<file path="src/rtl/fetch_pkg.sv">
`default_nettype none
// +----------------------------------------------------------------------------+
// | fetch_pkg : shared types and constants for the instruction fetch queue     |
// | Revision  : 1.0                                                            |
// +----------------------------------------------------------------------------+
package fetch_pkg;

  localparam int                       FETCH_ENTRY_W = 64;
  localparam logic [31:0]              NOP_INSTR     = 32'h0000_0013;
  localparam logic [FETCH_ENTRY_W-1:0] NOP_ENTRY     = {NOP_INSTR, 32'h0000_0000};

  typedef struct packed {
    logic [31:0] instr;
    logic [31:0] pc;
  } fetch_entry_t;

endpackage
`default_nettype wire

</file>
<file path="src/rtl/fetch_queue_lane_count.sv">
`default_nettype none
// +----------------------------------------------------------------------------+
// | fetch_queue_lane_count : leading-ones count of wr_valid from lane 0        |
// | Revision               : 1.0                                               |
// +----------------------------------------------------------------------------+
module fetch_queue_lane_count #(
  parameter  int LANES = 2,
  localparam int N_W   = $clog2(LANES + 1)
) (
  input  logic [LANES-1:0] wr_valid,
  output logic [N_W-1:0]   n_wr
);

  logic run;

  always_comb begin
    n_wr = '0;
    run  = 1'b1;
    for (int i = 0; i < LANES; i++) begin
      run = run & wr_valid[i];
      if (run) n_wr = n_wr + N_W'(1);
    end
  end

endmodule
`default_nettype wire

</file>
<file path="src/rtl/fetch_queue.sv">
`default_nettype none
// +----------------------------------------------------------------------------+
// | fetch_queue : multi-lane show-ahead instruction queue, fetch -> decode     |
// | Option      : FETCH_QUEUE_BYPASS_EN enables empty-queue write->read bypass |
// | Revision    : 1.0                                                          |
// +----------------------------------------------------------------------------+
module fetch_queue
  import fetch_pkg::*;
#(
  parameter  int ENTRY_W  = FETCH_ENTRY_W,
  parameter  int DEPTH    = 32,
  parameter  int WR_LANES = 2,
  parameter  int RD_LANES = 2,
  localparam int CNT_W    = $clog2(DEPTH) + 1,
  localparam int POP_W    = $clog2(RD_LANES + 1)
) (
  input  logic                         clk,
  input  logic                         rst,
  input  logic                         flush,
  input  logic [WR_LANES-1:0]          wr_valid,
  input  logic [WR_LANES*ENTRY_W-1:0]  wr_data,
  output logic                         wr_ready,
  output logic [RD_LANES-1:0]          rd_valid,
  output logic [RD_LANES*ENTRY_W-1:0]  rd_data,
  input  logic [POP_W-1:0]             rd_pop,
  output logic [CNT_W-1:0]             count,
  output logic                         empty,
  output logic                         full
);

  localparam int                 PTR_W = $clog2(DEPTH);
  localparam int                 WRN_W = $clog2(WR_LANES + 1);
  localparam logic [ENTRY_W-1:0] NOP   = ENTRY_W'(NOP_ENTRY);

  logic [ENTRY_W-1:0] mem_q [DEPTH];
  logic [PTR_W-1:0]   wr_ptr_q, wr_ptr_d;
  logic [PTR_W-1:0]   rd_ptr_q, rd_ptr_d;
  logic [CNT_W-1:0]   count_q,  count_d;

  logic [WRN_W-1:0]   n_wr;
  logic [WRN_W-1:0]   n_wr_acc;
  logic [POP_W-1:0]   n_valid;
  logic [POP_W-1:0]   n_pop;
  logic               wr_accept;

  fetch_queue_lane_count #(
    .LANES (WR_LANES)
  ) u_lane_count (
    .wr_valid (wr_valid),
    .n_wr     (n_wr)
  );

  assign wr_ready  = (count_q <= CNT_W'(DEPTH - WR_LANES));
  assign empty     = (count_q == '0);
  assign full      = (count_q == CNT_W'(DEPTH));
  assign count     = count_q;
  assign wr_accept = wr_ready && !flush && !rst;
  assign n_wr_acc  = wr_accept ? n_wr : '0;

`ifdef FETCH_QUEUE_BYPASS_EN
  logic bypass_active;
  assign bypass_active = empty && !flush && !rst;
`endif

  for (genvar k = 0; k < RD_LANES; k++) begin : g_rd_lane
    logic [ENTRY_W-1:0] stored;
    logic [ENTRY_W-1:0] src;
    logic               vld;

    assign stored = mem_q[rd_ptr_q + PTR_W'(k)];
`ifdef FETCH_QUEUE_BYPASS_EN
    if (k < WR_LANES) begin : g_bypass
      assign vld = bypass_active ? (n_wr > WRN_W'(k)) : (count_q > CNT_W'(k));
      assign src = bypass_active ? wr_data[k*ENTRY_W +: ENTRY_W] : stored;
    end else begin : g_no_bypass
      assign vld = count_q > CNT_W'(k);
      assign src = stored;
    end
`else
    assign vld = count_q > CNT_W'(k);
    assign src = stored;
`endif
    assign rd_valid[k]                   = vld;
    assign rd_data[k*ENTRY_W +: ENTRY_W] = vld ? src : NOP;
  end

  // Valid lanes are always contiguous from lane 0, so a popcount gives the clamp limit.
  always_comb begin
    n_valid = '0;
    for (int k = 0; k < RD_LANES; k++) begin
      if (rd_valid[k]) n_valid = n_valid + POP_W'(1);
    end
    n_pop = (rd_pop > n_valid) ? n_valid : rd_pop;
  end

  always_comb begin
    wr_ptr_d = wr_ptr_q + PTR_W'(n_wr_acc);
    rd_ptr_d = rd_ptr_q + PTR_W'(n_pop);
    count_d  = count_q + CNT_W'(n_wr_acc) - CNT_W'(n_pop);
    if (flush) begin
      wr_ptr_d = '0;
      rd_ptr_d = '0;
      count_d  = '0;
    end
  end

  always_ff @(posedge clk) begin
    if (rst) begin
      wr_ptr_q <= '0;
      rd_ptr_q <= '0;
      count_q  <= '0;
    end else begin
      wr_ptr_q <= wr_ptr_d;
      rd_ptr_q <= rd_ptr_d;
      count_q  <= count_d;
    end
  end

  // Bypassed-and-popped entries land behind rd_ptr and are never read back.
  always_ff @(posedge clk) begin
    for (int i = 0; i < WR_LANES; i++) begin
      if (wr_accept && (n_wr > WRN_W'(i))) begin
        mem_q[wr_ptr_q + PTR_W'(i)] <= wr_data[i*ENTRY_W +: ENTRY_W];
      end
    end
  end

endmodule
`default_nettype wire

</file>
<file path="config.mk">
export PLATFORM = sky130hd
export DESIGN_NAME = fetch_queue
export DESIGN_NICKNAME = d
export VERILOG_FILES = /design/src/rtl/fetch_pkg.sv /design/src/rtl/fetch_queue_lane_count.sv /design/src/rtl/fetch_queue.sv
export SDC_FILE = /design/constraint.sdc
export NUM_CORES = 2
export LEC_CHECK = 0
export CORE_MARGIN = 3
export CORE_UTILIZATION = 40
export DETAILED_ROUTE_END_ITERATION = 12
export PLACE_DENSITY = 0.62
export SYNTH_ARGS = -nofsm -noshare
export SYNTH_HDL_FRONTEND = slang
export SYNTH_SLANG_ARGS = --single-unit
</file>
<file path="constraint.sdc">
create_clock -name clk -period 9.03 [get_ports clk]
set_input_delay 1.3545 -clock clk [delete_from_list [all_inputs] [get_ports clk]]
set_output_delay 1.3545 -clock clk [all_outputs]
set_load 0.01 [all_outputs]
</file>
=== Yosys cells after proc, flatten, opt, wreduce, memory -nomap -nowiden ===
Memory sizes are Yosys's and may differ from the RTL's. A register that Yosys moved wholly into a read port is not among the register bits.
Cells that the tools add are included.

* Add/subtract/negate cells: 8
* Multiply operators: 0
* Div/mod/pow operators: 0
* Magnitude comparators: 6
* Equal/unequal tests: 1
* Shift operators: 0
* Multiplexer cells: 13
* Bitwise operators: 1
* Reduce and logical (&&, ||, !) cells: 8

{| class="wikitable"
|+ Operator list
! kind !! number
|-
| 2-to-1 mux 64 bit || 2
|-
| greater-than comparator 6 x 1 -> 1 bit, second input constant || 2
|-
| adder 5 x 1 -> 5 bit, second input constant || 2
|-
| adder 5 x 2 -> 5 bit || 2
|-
| 2-to-1 mux 2 bit || 4
|-
| adder 6 x 2 -> 6 bit || 1
|-
| equality test 6 bit, second input constant || 1
|-
| less-or-equal comparator 6 x 5 -> 1 bit, second input constant || 1
|-
| logical NOT 6 bit || 1
|-
| 2-to-1 mux 1 bit || 6
|-
| subtractor 6 x 2 -> 6 bit || 1
|-
| 2-to-1 mux 5 bit || 1
|-
| adder 2 x 1 -> 2 bit, second input constant || 2
|-
| greater-than comparator 2 x 1 -> 1 bit, second input constant || 2
|-
| logical AND 1 bit || 4
|-
| greater-than comparator 2 bit || 1
|-
| logical NOT 1 bit || 2
|-
| OR reduction 2 bit || 1
|-
| AND 1 bit || 1
|}

* Register bits after elaboration: 16
* Latch bits: 0
* RAM bits: 2048
* Memory bits (read-only): 0
* Output and inout bits: 139
* Logic and storage cells: 41
* Memories: 1

{| class="wikitable"
|+ Memories
! memory !! words !! width !! rd ports !! clocked after memory_dff !! wr ports !! RTL line !! RTL
|-
| mem_q || 32 || 64 || 2 || 1 || 2 || fetch_queue.sv:35 || <nowiki>logic [ENTRY_W-1:0] mem_q [DEPTH];</nowiki>
|}

=== Longest topological paths before layout ===
* Word-level depth: 8
* Mapped depth: 23
* Mapped depth without buffers: 22

=== By module ===
Synthesis repeated with hierarchy kept, for this count alone.

* Cell total of the unflattened synthesis: 7393
* Area, all modules: 122299.8 sq um

{| class="wikitable"
|+ By module, submodules not included
! module !! instances !! cells an instance !! area an instance (sq um)
|-
| fetch_queue || 1 || 7391 || 122283.5
|-
| fetch_queue_lane_count || 1 || 2 || 16.3
|}

=== Worst setup path before layout ===
Ideal clock, no wire load.

* Path type: in2reg
* Start: input flush
* End: memory mem_q[26][0] in the netlist's numbering (enable)
* Arrival time: 6814 ps
* Required time: 8455 ps
* Slack: 1641 ps
* Stages on the path: 5
* Path through: or2_4 -> a2111oi_4 -> buf_6 -> nand2_1 -> o21ai_0

{| class="wikitable"
|+ RTL lines
! item !! RTL line !! RTL
|-
| from (decl) || fetch_queue.sv:19 || <nowiki>input logic flush,</nowiki>
|-
| to (decl) || fetch_queue.sv:35 ||
|}

=== Worst setup path after layout ===
* Start: register rd_ptr_q[2]
* End: output rd_data[76]

* Word-level cells in the longest chain between the ends: 3

{| class="wikitable"
|+ Ends and longest elaborated chain
! item !! RTL line !! RTL
|-
| from (decl) || fetch_queue.sv:37 || <nowiki>logic [PTR_W-1:0] rd_ptr_q, rd_ptr_d;</nowiki>
|-
| from (signal assigned) || fetch_queue.sv:114 || <nowiki>rd_ptr_q <= rd_ptr_d;</nowiki>
|-
| adder 5 x 1 -> 5 bit || fetch_queue.sv:70 || <nowiki>assign stored = mem_q[rd_ptr_q + PTR_W'(k)];</nowiki>
|-
| memory (32 x 64 bit) || - ||
|-
| 2-to-1 mux 64 bit || fetch_queue.sv:84 || <nowiki>assign rd_data[k*ENTRY_W +: ENTRY_W] = vld ? src : NOP;</nowiki>
|-
| to (decl) || fetch_queue.sv:24 || <nowiki>output logic [RD_LANES*ENTRY_W-1:0] rd_data,</nowiki>
|}

Every way passes these cells.

==> results.md <==
- Drt drc: 0
- Max cap viols: 0
- Clock root buffer: clkbuf_16
- Period utilization: 0.7774
- Starting Density: 0.4030
- CP endpoint: rd_data[76]
- Number of synthesized flops with an enable pin: between 2000 and 2500
- Status: finished, final reports clean
- Crit path buf inv count: 3
- Num CTS Buffers: 231
- Initial DRC count: 10640
- Drt first pass iters: 7
- Post-Syn Instances: approximately 7500
- Average vias per placed instance: around 6.7
- Worst-path cell chain: nand3_1, xor2_4, buf_12, buf_4, nand2_1, a32oi_1, and3_1, clkdlybuf4s50_1
- Final Hold Violating Endpoints: 0
- Global Route Usage Sum: 0.2783
- Reg2reg start: count[5]
- Number of instances in the placed design: 11050
- #FFs+latches synth: ~2100
- Die H: 559.2 um
- Leakage: 0.04181 uW
- Crit Path Category: flip-flop to primary output
- Reg2Reg Depth: 9
- Final setup TNS: 0 ns
- Post-Route WL: 445.9 mm
- Clock slew at reported path FFs: 0.06 ns
- Postcts setup bufs: 0
- Post-synthesis cell type count: 48
- Resize count post-CTS: 0
- DR vias: a little under 80000
- CP max-delay cell: xor2_4
- CTS sink cnt: 2064
- # port buffers: 273
- Final max-slew violation count: 0
- Critical hold path startpoint: wr_ptr_q[0]
- Post-layout util: 0.4456
- Max H-tree Level: 4
- Reg2Reg Setup Slack: 3.86 ns
- # nets final: 7364
- Fin crit period: 7.020 ns
- Syn. warnings: 0
- Ports: 274
- Initial antenna violation count: 52
- Die Span X: 559.2 um
- Synth Flop Type: edfxtp_1
- Share of layout cells above drive strength 1: 0.5107
- Crit-path max cell delay: 1.11 ns
- Final Setup Violations: 0
- Sequential area share after synthesis: 0.5050
- HPWL after DPL: 246.7 mm
- Area grow syn2layout: 10.59%
- RSZ-0062 raised after global routing: false
- CP startpoint: rd_ptr_q[2]
- CTS Buffer Depth: 4
- Max Fclk: 0.1424 GHz
- Wire per inst: about 39 um
- Hold Path Class: flip-flop to flip-flop
- First-pass GRT wire length: 622.9 mm
- WP data arrival: between 5 and 6 ns
- Global route total overflow: 0
- # fillers: 26540
- Critical path endpoint category: primary output
- Maximum VDD drop: 0.2508 mV
- Worst path required time: 7.68 ns
- Post-Synthesis Net Count: 7633
- P per Cell Area: 218.7 nW/um^2
- Worst path depth: 8
- Antenna-violating nets left: 0
- Worst path top cell family by delay: buffers and inverters
- Worst-Skew Late Latency: 0.93 ns
- Vias in the first global route: about 77000
- Rel. slew slack: 0.05873
- GPL Wtd Cong: 0.8191
- Std cell rows: 202
- Post-CTS Hold Fix Bufs: 0
- CP max FO: 55
- Post-Syn Area: 122400 um^2
- Core area: 303800 um^2
- Tightest Pin Transition: roughly 1.4 ns
- Type of element launching the critical path: flip-flop
- Reg2reg end: mem_q[8][51]
- Post-Route Skew: a little under 0.06 ns
- Die area: 312700 um^2
- Worst hold slack: 0.7193 ns
- Ys async rst share: 0
- Pin count of the biggest net entering global routing: 112
- Syn avg cell area: 16.38 um^2
- CTS tree: built
- Post-Layout Cell Count: 11490
-- how the worst min path moves through the flow --
stage | end | cells after the start
floorplan | rd_ptr_q[0] | 2
global placement | count[0] | 2
detailed placement | wr_ptr_q[0] | 2
CTS | wr_ptr_q[0] | 2
global route | count[0] | 2
finish | wr_ptr_q[0] | 2
-- layout make-up --
type / count / area (um^2) / share of cell area
Clock inverter: 125 / 1222 / 0.009029
Sequential cell: 2064 / 61840 / 0.4568
Clock buffer: 290 / 6045 / 0.04465
Inverter: 34 / 127.6 / 0.0009427
Tap cell: 4080 / 5105 / 0.03771
Antenna cell: 19 / 47.55 / 0.0003512
Multi-Input combinational cell: 4397 / 56420 / 0.4167
Timing Repair Buffer: 476 / 4582 / 0.03384
-- power breakdown --
part           internal [uW]  switching, uW  total (uW)
combinational           4500           5070        9560
clock                   5340           4070        9410
sequential             10600           70.2       10600
-- metal layers --
metal	up-vias	global-route usage	share of wire
met5	-	0	0.00013
met4	10	0.1081	0.043
met3	917	0.06831	0.11
met2	5007	0.4307	0.46
met1	41470	0.3783	0.38
li1	29760	-	-
-- cells in the mapped netlist, drive strengths merged (5+ instances only) --
library cell | n | area share
mux2 | 2101 | 0.20
edfxtp | 2048 | 0.50
mux4 | 1095 | 0.20
clkbuf | 602 | 0.018
nand2 | 501 | 0.015
buf | 376 | 0.020
mux2i | 124 | 0.010
nand3 | 91 | 0.0040
nor2 | 80 | 0.0038
and3 | 65 | 0.0033
a31oi | 61 | 0.0031
o22ai | 61 | 0.0031
a32oi | 58 | 0.0041
inv | 34 | 0.0010
o21ai | 30 | 0.0012
ha | 21 | 0.0021
dfxtp | 16 | 0.0026
and2 | 15 | 0.00078
a22oi | 12 | 0.00074
nor2b | 11 | 0.00056
a21oi | 10 | 0.00041
o21bai | 9 | 0.00055
nand2b | 8 | 0.00041
xor2 | 7 | 0.00050
a22o | 6 | 0.00043
xnor2 | 6 | 0.00043
or3 | 5 | 0.00026
-- metrics by stage --
stage	setup WS [ns]	power (uW)	area, um^2
floorplan	1.641	16980	122400
global placement	3.098	20350	128100
detailed placement	3.063	20370	128100
CTS	2.161	29710	135300
global route	2.054	30590	135400
finish	2.010	29610	135400
-- tightest hold or removal path, stage by stage, from the launching register on --
cell and delay (ns):
dfxtp_1 0.43, ha_1 0.16, and2_1 0.10
-- cells by family after synthesis --
logic type | count (synthesis) | synth area share
adders and majority gates | 25 | 0.002801
and+or+nand+nor | 783 | 0.02896
AOI/OAI and AO/OA | 256 | 0.01455
buffers and inverters | 1012 | 0.03923
muxes | 3320 | 0.4085
xor gates and xnor gates | 13 | 0.0009301
DFF | 2064 | 0.5050
-- registers in the layout (all words and copies together) (netlist names) --
name and flops:
wr_ptr_q 5, mem_q 2048, count 6, rd_ptr_q 5
-- placed cells by master, fill, tap and decap left out, types with 19 or more instances in the layout --
cell type,count
inv_1,34
buf_12,26
nor2_1,69
diode_2,19
nand3_1,84
ha_1,20
clkbuf_16,233
clkdlybuf4s50_1,273
and3_1,63
clkinv_1,53
mux2_4,120
mux2_1,24
o22ai_1,51
mux2_2,1957
bufinv_16,22
a31oi_1,61
buf_4,177
edfxtp_1,2048
mux4_2,1095
a32oi_1,58
mux2i_1,124
nand2_1,491
clkbuf_1,57
clkinv_2,36
Note: power is estimated with default switching activity, not from simulation.
